`src/rtl/parking_lot_monitor.sv`:
```
// Parking-lot occupancy core.
// Two synchronized beam sensors (a = outer, b = inner) are decoded by a
// direction FSM into one-cycle entry/exit pulses. A saturating BCD counter
// tracks occupancy and six active-low 7-segment digits show CLEAr0, FULLnn
// or the plain count.
//
// Handshake: there is no valid/ready flow here. incr/decr are single-cycle
// registered strobes, never high together. The counter consumes a strobe on
// the edge after it appears, so the count moves one cycle after the pulse.
module parking_lot_monitor #(
  parameter int CAPACITY = 25
) (
  input  logic       clk,
  input  logic       reset,
  input  logic       a,
  input  logic       b,
  output logic       incr,
  output logic       decr,
  output logic       clear,
  output logic       full,
  output logic [3:0] ones,
  output logic [3:0] tens,
  output logic [6:0] hex5,
  output logic [6:0] hex4,
  output logic [6:0] hex3,
  output logic [6:0] hex2,
  output logic [6:0] hex1,
  output logic [6:0] hex0,
  output logic [2:0] dbg_state
);

  typedef enum logic [2:0] {
    IDLE  = 3'd0,
    EN_A  = 3'd1,
    EN_AB = 3'd2,
    EN_B  = 3'd3,
    EX_B  = 3'd4,
    EX_AB = 3'd5,
    EX_A  = 3'd6
  } state_e;

  localparam logic [3:0] CAP_TENS = 4'(CAPACITY / 10);
  localparam logic [3:0] CAP_ONES = 4'(CAPACITY % 10);

  // Active-low segment codes, bit0 = seg a ... bit6 = seg g.
  localparam logic [6:0] SEG_C     = 7'h46;
  localparam logic [6:0] SEG_L     = 7'h47;
  localparam logic [6:0] SEG_E     = 7'h06;
  localparam logic [6:0] SEG_A     = 7'h08;
  localparam logic [6:0] SEG_R     = 7'h2F;
  localparam logic [6:0] SEG_F     = 7'h0E;
  localparam logic [6:0] SEG_U     = 7'h41;
  localparam logic [6:0] SEG_ZERO  = 7'h40;
  localparam logic [6:0] SEG_BLANK = 7'h7F;

  state_e     state_q, state_d;
  logic       incr_q, incr_d;
  logic       decr_q, decr_d;
  logic [3:0] ones_q, ones_d;
  logic [3:0] tens_q, tens_d;
  logic [1:0] ab;

  assign ab = {a, b};

  function automatic logic [6:0] seg_digit(input logic [3:0] d);
    logic [6:0] s;
    case (d)
      4'd0:    s = 7'h40;
      4'd1:    s = 7'h79;
      4'd2:    s = 7'h24;
      4'd3:    s = 7'h30;
      4'd4:    s = 7'h19;
      4'd5:    s = 7'h12;
      4'd6:    s = 7'h02;
      4'd7:    s = 7'h78;
      4'd8:    s = 7'h00;
      4'd9:    s = 7'h10;
      default: s = SEG_BLANK;
    endcase
    return s;
  endfunction

  // Direction FSM next state; a pulse is armed only when 00 ends a complete pass.
  always_comb begin
    state_d = state_q;
    incr_d  = 1'b0;
    decr_d  = 1'b0;
    case (state_q)
      IDLE: begin
        case (ab)
          2'b10:   state_d = EN_A;
          2'b01:   state_d = EX_B;
          default: state_d = IDLE;
        endcase
      end
      EN_A: begin
        case (ab)
          2'b10:   state_d = EN_A;
          2'b11:   state_d = EN_AB;
          2'b01:   state_d = EX_B;
          default: state_d = IDLE;
        endcase
      end
      EN_AB: begin
        case (ab)
          2'b11:   state_d = EN_AB;
          2'b01:   state_d = EN_B;
          2'b10:   state_d = EN_A;
          default: state_d = IDLE;
        endcase
      end
      EN_B: begin
        case (ab)
          2'b01:   state_d = EN_B;
          2'b11:   state_d = EN_AB;
          2'b10:   state_d = EN_A;
          default: begin
            state_d = IDLE;
            incr_d  = 1'b1;
          end
        endcase
      end
      EX_B: begin
        case (ab)
          2'b01:   state_d = EX_B;
          2'b11:   state_d = EX_AB;
          2'b10:   state_d = EN_A;
          default: state_d = IDLE;
        endcase
      end
      EX_AB: begin
        case (ab)
          2'b11:   state_d = EX_AB;
          2'b10:   state_d = EX_A;
          2'b01:   state_d = EX_B;
          default: state_d = IDLE;
        endcase
      end
      EX_A: begin
        case (ab)
          2'b10:   state_d = EX_A;
          2'b11:   state_d = EX_AB;
          2'b01:   state_d = EX_B;
          default: begin
            state_d = IDLE;
            decr_d  = 1'b1;
          end
        endcase
      end
      default: state_d = IDLE;
    endcase
  end

  // FSM state and registered entry/exit strobes.
  always_ff @(posedge clk or negedge reset) begin
    if (!reset) begin
      state_q <= IDLE;
      incr_q  <= 1'b0;
      decr_q  <= 1'b0;
    end else begin
      state_q <= state_d;
      incr_q  <= incr_d;
      decr_q  <= decr_d;
    end
  end

  assign incr      = incr_q;
  assign decr      = decr_q;
  assign dbg_state = state_q;
  assign ones      = ones_q;
  assign tens      = tens_q;
  assign clear     = (ones_q == 4'd0) && (tens_q == 4'd0);
  assign full      = (ones_q == CAP_ONES) && (tens_q == CAP_TENS);

  // Saturating BCD count: strobes at the limits are dropped, never wrapped.
  always_comb begin
    ones_d = ones_q;
    tens_d = tens_q;
    if (incr_q && !full) begin
      if (ones_q >= 4'd9) begin
        ones_d = 4'd0;
        tens_d = tens_q + 4'd1;
      end else begin
        ones_d = ones_q + 4'd1;
      end
    end else if (decr_q && !clear) begin
      if (ones_q == 4'd0) begin
        ones_d = 4'd9;
        tens_d = tens_q - 4'd1;
      end else begin
        ones_d = ones_q - 4'd1;
      end
    end
  end

  // Occupancy count register.
  always_ff @(posedge clk or negedge reset) begin
    if (!reset) begin
      ones_q <= 4'd0;
      tens_q <= 4'd0;
    end else begin
      ones_q <= ones_d;
      tens_q <= tens_d;
    end
  end

  // Display mux: clear wins over full so an empty lot always reads CLEAr0.
  always_comb begin
    hex5 = SEG_BLANK;
    hex4 = SEG_BLANK;
    hex3 = SEG_BLANK;
    hex2 = SEG_BLANK;
    hex1 = (tens_q == 4'd0) ? SEG_BLANK : seg_digit(tens_q);
    hex0 = seg_digit(ones_q);
    if (clear) begin
      hex5 = SEG_C;
      hex4 = SEG_L;
      hex3 = SEG_E;
      hex2 = SEG_A;
      hex1 = SEG_R;
      hex0 = SEG_ZERO;
    end else if (full) begin
      hex5 = SEG_F;
      hex4 = SEG_U;
      hex3 = SEG_L;
      hex2 = SEG_L;
    end
  end

endmodule

```
`config.mk`:
```
export PLATFORM = sky130hd
export DESIGN_NAME = parking_lot_monitor
export DESIGN_NICKNAME = d
export VERILOG_FILES = /design/src/rtl/parking_lot_monitor.sv
export SDC_FILE = /design/constraint.sdc
export NUM_CORES = 1
export LEC_CHECK = 0
export BUFFER_PORTS_ARGS = -buffer_cell sky130_fd_sc_hd__buf_4
export CAP_MARGIN = 20
export CORE_MARGIN = 3
export CORE_UTILIZATION = 52
export DETAILED_ROUTE_END_ITERATION = 7
export PLACE_DENSITY = 0.87
export SLEW_MARGIN = 30
export SYNTH_ARGS = -nofsm -noshare
export SYNTH_HDL_FRONTEND = slang
export SYNTH_SLANG_ARGS = --single-unit
```
`constraint.sdc`:
```
create_clock -name clk -period 3.97 [get_ports clk]
set_input_delay 0 -clock clk [delete_from_list [all_inputs] [get_ports clk]]
set_output_delay 0 -clock clk [all_outputs]
set_load 0.01 [all_outputs]
```
==> results of run 1 <==
[worst register-to-register path, cell delays in order, from the launching register on]
cell and delay, ns:
dfrtp_1 0.47, inv_1 0.21, ha_1 0.27, nand4bb_4 0.15, o21ai_4 0.30, ha_1 0.31
a21o_1 0.19, a21oi_1 0.18, nor3_1 0.06, a31oi_1 0.18, xnor2_1 0.13
[kinds of logic after synthesis]
family / Yosys count / synth area share, %
buf+inv: 45 / 17.30
mux: 6 / 4.147
fa+ha+maj: 23 / 18.82
flops: 13 / 20.73
compound gates: 55 / 21.53
other cells: 1 / 0.2390
simple gates: 45 / 14.99
xor+xnor: 4 / 2.233
[metrics by stage]
stage          cell area (sq um)  util [%]
2_1_floorplan               1588         -
3_3_place_gp                1809     64.50
3_5_place_dp                1809     64.50
4_1_cts                     1847     65.83
5_1_grt                     1847     65.83
6_report                    1847     65.83
[flip-flops by register name, indices dropped and copies added, names as in the netlist]
name	cells
ones	4
tens	4
dbg_state	3
decr	1
incr	1
[how the worst max path moves through the flow]
stage	endpoint	cells after the start
6_report	hex3[4]	7
5_1_grt	hex2[4]	7
4_1_cts	hex3[4]	7
3_5_place_dp	tens[3]	10
3_3_place_gp	tens[3]	10
2_1_floorplan	hex2[5]	7
[cell type report]
type                            instances  area [sq um]
Clock inverter                          1         5.005
Multi-Input combinational cell        139         991.0
Tap cell                               31         38.79
Clock buffer                            3         22.52
Timing Repair Buffer                   55         415.4
Fill cell                             258         958.4
Sequential cell                        13         325.3
Inverter                               13         48.80
[repair_timing]
| item | in CTS | in global routing |
|---|---|---|
| gates resized for setup | 0 | 0 |
| hold endpoints to repair | 13 | 0 |
| hold buffers | 1 | 0 |
[routing by layer]
metal / global-route usage [%] / share of wire (%)
met1: 22.32 / 43
met2: 33.13 / 51
met3: 2.766 / 5.9
met4: 4.954 / 0
met5: 0 / 0
[power by group]
part	total (W)	switching, W	leakage (nW)	internal (W)
logic	0.00141	0.000714	0.711	0.000691
registers	0.000295	0.000121	0.173	0.000174
clock network	0.0000801	0.0000428	0.0177	0.0000373
[cell usage in the layout, fill, tap and decap left out, types with 2 or more instances in the layout]
master and count:
nand3_1 3, a21oi_1 19, a21o_1 2, a31oi_1 3, nand2_1 9, nor2_1 16, ha_1 22, dfrtp_1 13
nand2b_1 6, xnor2_1 3, mux2i_1 5, o21ai_1 3, inv_1 13, nor3_1 7, buf_4 54, clkbuf_4 3
a211oi_1 3, o21ai_0 13, conb_1 6
==> results.md, run 1 <==
* Slew margin rel. at between 60 and 70%
* Clk slew on worst S/H paths at roughly 0.090 ns
* Synth cell types at 40
* Cell count after synthesis at about 190
* Via count at roughly 1400
* IO Pins at just over 60
* Final worst slack at ~1.3 ns
* Nets at 252
* Synth Warn # at 0
* Critical Path Fanout Max at 12
* Die height at ~60 um
* Tightest Pin Transition at 0.5789 ns
* Post-layout min period at between 2 and 3 ns
* Startpoint Class: flop
* Lkg Pwr at 0.9019 nW
* Gr usage total at 18.26%
* Worst path max stage delay at 0.51 ns
* Worst-path cell chain: inv_1 -> ha_1 -> nor3b_2 -> nand3_1 -> inv_1 -> nor2_1 -> buf_4
* Final Non-Filler Cells at roughly 260
* Fmax at about 370 MHz
* Post-synth top cells: buf_4 (25), ha_1 (22), a21oi_1 (19), nor2_1 (16)
* CTS tree: yes
* Total power at 0.001780 W
* Hold WS at approximately 0.095 ns
* MaxCap Viol Count at 0
* Ant. Diodes at 0
* Max Slew Vio Count at 0
* Initial DRC Count at 32
* Clock tree sinks at 13
* Hold WC Path Type: primary input to asynchronous set/reset pin
* First-pass GRT wire length at a little over 5000 um
* Outcome: finished clean
* Number of routed nets with antenna violations at 0
* Post-DR vias/cell at about 5.5
* #FFs+latches synth at 13
* Power Density at around 960 mW/mm^2
* # setup viols final at 0
* Largest net degree at the start of global routing at 17
* GRT overflow at 0
* Tcrit/Tclk final at 68.34%
* Classification of the worst setup path: flop to output port
* Chip width at around 61 um
* Final WL at 3405 um
* Clk_lat worst skew at around 0.28 ns
* HPWL after DPL at between 2000 and 3000 um
* Reg2Reg Setup Slack at 1.46 ns
* Die ar. at between 0.003 and 0.004 sq mm
* # placed instances at between 200 and 300
* Yosys top cell area share at between 20% and 30%
* Syn Area/Cell at ~8 sq um
* Initial Util at 55.93%
* Setup repair bufs after CTS at 0
* Max clock buf depth at 2
* Final hold violations at 0
* Port Buffers at 54
* Async SR Flop Fraction at 100.0%
* Crit. End Element: output port
* Worst vdd ir at 430.1 uV
* Initial antenna violation count at 0
* Setup TNS at 0 ns
* CTS HTree Levels at 1
* Most used cell, CP: inv_1
* Synth area leaders: dfrtp_1 (21%), ha_1 (18%), buf_4 (12%), a21oi_1 (6.1%), o21ai_0 (4.1%)
* Root buffer cell: clkbuf_4
* EDFF count, synth at 0
* Mapped Area at 0.001569 sq mm
* Critical Path AT at about 2.7 ns
* Cell taking the most area after synthesis: dfrtp_1
* Critical Path Source: ones[1]
* Kind of cell adding the most delay to the critical path: simple AND/OR/NAND/NOR gates
* Core Region at between 0.002 and 0.003 sq mm
* Data required time at the worst endpoint at approximately 4.0 ns
* Sequential fraction of the synthesis area at between 20% and 30%
* CTS Buf Count at 3
* DR WL/cell at 13.35 um
* Area grow syn2layout at 17.70%
* Pre-antenna DRT Iters at 4
* Top_reg_cell synth: dfrtp_1
* Worst Skew at 0.01572 ns
* Unrepaired setup endpoints after global routing: false
* Placer Congestion at between 0.9 and 1
* Reg-to-reg critical path endpoint: tens[3]
* Worst Reg-to-Reg Cells at 10
* Most common cell in the netlist: buf_4
* DRC at 0
* Dpl ws at between 1 and 1.5 ns
* Layout cell share with drive strength beyond 1 at between 20% and 30%
* Slowest-stage cell, CP: nor2_1
* Worst path bufs/invs at 3
* Row cnt at 19
* Vias in the first global route at between 1000 and 1500
* Worst r2r src: ones[1]
No activity file was read; power rests on OpenSTA's default activity.
==> run 2: changes to the inputs <==
CORE_UTILIZATION = 45   (was 52)
PLACE_DENSITY = 0.81   (was 0.87)
clock period = 2.25 ns   (was 3.97 ns; I/O delays follow)
==> results.md, run 2 (synthesis results as in run 1) <==
* # setup viols final at 0 (unchanged)
* Row cnt at 20 (+1)
* Classification of the worst setup path: flop to flop
* HPWL after DPL at 2815 um (+3.7%)
* Busiest grt layer: met2
* Initial Util at 49.37% (-6.6 points)
* Die height at 65.05 um (+6.8%)
* Ant. Diodes at 0 (unchanged)
* Outcome: finished clean
* Initial DRC Count at 75 (+130%)
* Worst Skew at 0.004870 ns (-0.01085 ns)
* Vias in the first global route at 1305 (+10%)
* Initial antenna violation count at 0 (unchanged)
* IO Pins at 61 (unchanged)
* Worst r2r src: ones[1]
* CTS tree: yes
* Reg-to-reg critical path endpoint: tens[3]
* Data required time at the worst endpoint at 2.44 ns (-1.53 ns)
* CTS Buf Count at 3 (unchanged)
* Max Slew Vio Count at 0 (unchanged)
* Filler cells at 268 (+3.9%)
* Crit. End Element: flop
* Most frequent cells in the layout: buf_4 (66), ha_1 (20), a21oi_1 (18)
* M2 GR Usage at 29.89% (-3.2 points)
* Worst Reg-to-Reg Cells at 10 (unchanged)
* Nets at 264 (+4.8%)
* Clock tree sinks at 13 (unchanged)
* Power Density at 1675 mW/mm^2 (+74%)
* Worst vdd ir at 473.0 uV (+10%)
* CTS HTree Levels at 1 (unchanged)
* Tcrit/Tclk final at a little over nine tenths
* Clk slew on worst S/H paths at 0.08 ns (about the same)
* Hold WS at 0.1004 ns (+0.005550 ns)
* Largest net degree at the start of global routing at 16 (-1)
* Final hold violations at 0 (unchanged)
* Met1 layer usage reported by global route at 21.02% (-1.3 points)
* Most common cell after layout, fill and taps aside: buf_4
* Lkg Pwr at 0.9559 nW (+6.0%)
* MaxCap Viol Count at 0 (unchanged)
* Startpoint Class: flop
* Clk_lat worst skew at 0.27 ns (about the same)
* Number of routed nets with antenna violations at 0 (unchanged)
* Die ar. at 0.004232 sq mm (+14%)
* Post-layout min period at 2.162 ns
* Pre-antenna DRT Iters at 4 (unchanged)
* DRC at 0 (unchanged)
* Gr usage total at 16.73% (-1.5 points)
* Reg2Reg Setup Slack at 0.09 ns (-1.37 ns)
* Slew margin rel. at 65.09% (+3.8 points)
* Fmax at 462.5 MHz
* First-pass GRT wire length at 5816 um (+12%)
* Max clock buf depth at 2 (unchanged)
* Area grow syn2layout at 26.32%
* GRT overflow at 0 (unchanged)
* Post-DR vias/cell at 5.239 (-4.4%)
* Tightest Pin Transition at 0.5196 ns (-0.05925 ns)
* Via count at 1467 (+4.9%)
* Grt met3 use at 2.253% (-0.51 points)
* Critical Path Fanout Max at 7 (-5)
* Hold WC Path Type: primary input to asynchronous set/reset pin
* Placer Congestion at 0.8576 (-7.3%)
* Chip width at 65.05 um (+6.8%)
* Setup TNS at 0 ns (unchanged)
* Final WL at 3655 um (+7.3%)
* Final core utilization at 62.36% (-3.5 points)
* Critical Path AT at 2.35 ns (-0.36 ns)
* DR WL/cell at 13.05 um (-2.2%)
* Layout cell share with drive strength beyond 1 at 36.02% (+7.4 points)
* Core Region at 0.003178 sq mm (+13%)
* Port Buffers at 54 (unchanged)
* Root buffer cell: clkbuf_4
run 2: changes by cell type in the layout (fill, tap and decap cells not counted), moves of 2 or more:
cell / delta
dfrtp_1: -2
ha_1: -2
buf_4: +12
ha_2: +2
dfrtp_2: +2
inv_2: +3
inv_1: -3
run 2: how the worst max path moves through the flow:
stage                  from      end  slack (ns)  cells past startpoint
floorplan           ones[1]  tens[3]       0.005                     10
global placement    ones[1]  tens[3]        0.14                     10
detailed placement  tens[0]  tens[3]        0.06                     10
CTS                 tens[0]  tens[3]        0.03                     10
global route        tens[0]  tens[3]       -0.02                     10
finish              ones[1]  tens[3]        0.09                     10
run 2: area by class of cell:
type                            count  area, sq um  area share (%)
Tap cell                           44        55.05           2.778
Clock buffer                        4        26.28           1.326
Inverter                           13        48.80           2.462
Timing Repair Buffer               67        505.5           25.51
Sequential cell                    13        327.8           16.54
Multi-Input combinational cell    139         1018           51.39
run 2: stage by stage:
step	instance area, sq um	instances	setup WS (ns)	power [W]
6_report	1982	280	0.08805	0.003320
5_1_grt	1982	280	-0.01916	0.003593
4_1_cts	1952	278	0.02814	0.003307
3_5_place_dp	1904	273	0.06027	0.003119
3_3_place_gp	1904	273	0.1406	0.003090
2_1_floorplan	1592	197	0.005197	0.002179
run 2: timing repair:
action / in CTS / in global routing
buffers inserted: 0 / 2
pin swaps: 0 / 1
endpoints found under the setup margin: 14 / 20
resized for setup: 3 / 5
hold endpoints to repair: 13 / 0
hold buffers: 1 / 0
run 2: critical path, cell delays in order, from the launching register on:
cell and delay, ns:
dfrtp_1 0.39, inv_2 0.12, ha_2 0.24, nand4bb_4 0.15, o21ai_4 0.21, buf_4 0.18, ha_1 0.26, a21oi_2 0.15
nor3_1 0.06, a31oi_1 0.18, xnor2_1 0.14
run 2: per-layer routing:
metal / vias to the layer above / wire, um
met5: - / 0
met4: 0 / 31
met3: 4 / 299
met2: 57 / 1823
li1: 719 / -
met1: 687 / 1500
run 2: power by group:
part / internal (W) / switching [W] / leakage, nW
clock network: 0.0000686 / 0.0000741 / 0.0150
registers: 0.000311 / 0.000118 / 0.170
logic: 0.00135 / 0.00140 / 0.770
total: 0.00173 / 0.00159 / 0.956
==> run 3: changes to the inputs <==
==> constraint.sdc (replaced) <==
create_clock -name clk -period 2.25 [get_ports clk]
set_input_delay 0.1125 -clock clk [delete_from_list [all_inputs] [get_ports clk]]
set_output_delay 0.1125 -clock clk [all_outputs]
set_load 0.01 [all_outputs]
==> results.md, run 3 (synthesis results as in run 1) <==
* Total power at 0.003369 W (+1.5%)
* DR WL/cell at 12.89 um (-1.3%)
* Hold WC Path Type: primary input to asynchronous set/reset pin
* Post-layout min period at 2.155 ns (-0.007070 ns)
* Slew margin rel. at 63.26% (-1.8 points)
* CTS Buf Count at 3 (unchanged)
* MaxCap Viol Count at 0 (unchanged)
* Tcrit/Tclk final at 95.77% (-0.31 points)
* HPWL after DPL at 2765 um (-1.8%)
* Tightest Pin Transition at 0.5468 ns (+0.02722 ns)
* CTS tree: yes
* Area occupied by multi-input gates at 0.001028 sq mm (+0.98%)
* Die ar. at 0.004232 sq mm (unchanged)
* CTS HTree Levels at 1 (unchanged)
* Row cnt at 20 (unchanged)
* Clock tree sinks at 13 (unchanged)
* Fmax at 464.1 MHz (+0.33%)
* Data required time at the worst endpoint at 2.45 ns (about the same)
* Worst vdd ir at 535.0 uV (+13%)
* Fin area at 0.002003 sq mm (+1.1%)
* Clk_lat worst skew at 0.27 ns (about the same)
* Number of routed nets with antenna violations at 0 (unchanged)
* Most common cell after layout, fill and taps aside: buf_4
* Classification of the worst setup path: flop to flop
* Post-DP Area at 0.001917 sq mm (+0.66%)
* Pre-antenna DRT Iters at 4 (unchanged)
* Gr usage total at 16.87% (+0.13 points)
* Power Density at 1682 mW/mm^2 (+0.40%)
* Slowest-stage cell, CP: dfrtp_2
* Chip width at 65.05 um (unchanged)
* Clk slew on worst S/H paths at 0.08 ns (about the same)
* Initial antenna violation count at 0 (unchanged)
* Filler cells at 283 (+5.6%)
* Ant. Diodes at 0 (unchanged)
* Max Slew Vio Count at 0 (unchanged)
* Outcome: finished clean
* Post-DR vias/cell at 5.028 (-4.0%)
* Vias in the first global route at 1285 (-1.5%)
* Initial DRC Count at 67 (-11%)
* Root buffer cell: clkbuf_4
* IO Pins at 61 (unchanged)
* Area grow syn2layout at 27.67%
* Kind of cell adding the most delay to the critical path: compound AO/OA/AOI/OAI gates
* Core Region at 0.003178 sq mm (unchanged)
* Most frequent cells in the layout: buf_4 (66), a21oi_1 (18), ha_1 (18)
* Final core utilization at 63.03% (+0.67 points)
* Final WL at 3621 um (-0.93%)
* Crit. End Element: flop
* First-pass GRT wire length at 5809 um (-0.12%)
* DRC at 0 (unchanged)
* # setup viols final at 0 (unchanged)
* Nets at 265 (+0.38%)
* Layout cell share with drive strength beyond 1 at 36.29% (+0.27 points)
* Critical Path Fanout Max at 5 (-2)
* Final hold violations at 0 (unchanged)
* GRT overflow at 0 (unchanged)
* Worst Skew at 0.001686 ns (-0.003184 ns)
* Reg area at 327.8 sq um (unchanged)
* Largest net degree at the start of global routing at 16 (unchanged)
* Max clock buf depth at 2 (unchanged)
* Die height at 65.05 um (unchanged)
* Initial Util at 49.37% (unchanged)
* Port Buffers at 54 (unchanged)
* Hold WS at 0.2203 ns (+0.1199 ns)
* Worst-path cell chain: inv_2 -> ha_2 -> nand4bb_4 -> o21ai_4 -> ha_1 -> a21o_1 -> a21oi_2 -> nor3_1 -> a31oi_1 -> xnor2_1
* Via count at 1413 (-3.7%)
* Placer Congestion at 0.8818 (+2.8%)
* Startpoint Class: flop
* Worst path max stage delay at 0.41 ns (+0.02 ns)
* Worst path bufs/invs at 1 (-1)
* Lkg Pwr at 0.9629 nW (+0.74%)
* Critical Path AT at 2.35 ns (about the same)
* Unrepaired setup endpoints after global routing: true
[run 3: final cells by class]
class | instances | area share, %
Multi-Input combinational cell | 139 | 51.34
Inverter | 13 | 2.436
Tap cell | 44 | 2.748
Sequential cell | 13 | 16.36
Timing Repair Buffer | 68 | 25.80
Clock buffer | 4 | 1.312
[run 3: metrics by stage]
| stage | setup slack [ns] | cells | setup TNS (ns) |
|---|---|---|---|
| after floorplan | 0.005197 | 197 | 0 |
| after global placement | 0.1371 | 274 | 0 |
| after detailed placement | 0.06784 | 274 | 0 |
| after CTS | 0.04331 | 279 | 0 |
| after global routing | -0.04255 | 281 | -0.05423 |
| final | 0.09513 | 281 | 0 |
[run 3: layer usage]
metal	track usage [%]	vias to the layer above	share of wire, %
li1	-	723	-
met5	0	-	0
met3	2.426	2	7.2
met4	4.663	0	0.28
met2	28.86	46	48
met1	22.04	642	44
[run 3: worst paths after layout]
path,slack [ns],cells past startpoint,end,from
max in group asynchronous,1.86,2,ones[0],reset
setup / recovery,0.1,10,tens[3],tens[0]
min in group clk,0.26,4,dbg_state[0],a
hold / removal,0.22,2,tens[2],reset
hold reg to reg,0.58,2,tens[0],tens[0]
setup reg to reg,0.1,10,tens[3],tens[0]
[run 3: worst register-to-register path: cells and delay by family, from the launching register on]
kind                       cells  cell delay (ns)
adders and majority gates      2             0.49
xor gates and xnor gates       1             0.14
and+or+nand+nor                2             0.21
DFF                            1             0.41
buffers and inverters          1             0.10
AOI/OAI and AO/OA              4             0.75
[run 3: power by group]
group	leakage [nW]	internal [W]	switching, W
clock	0.0150	0.0000686	0.0000734
sequential	0.170	0.000311	0.000110
combinational	0.777	0.00138	0.00142
total	0.963	0.00176	0.00160
[run 3: what timing repair did]
item / in CTS / in global routing
gates resized for setup: 0 / 9
buffers inserted: 0 / 2
hold endpoints to repair: 13 / 0
hold buffers: 1 / 0
endpoints found under the setup margin: 0 / 19
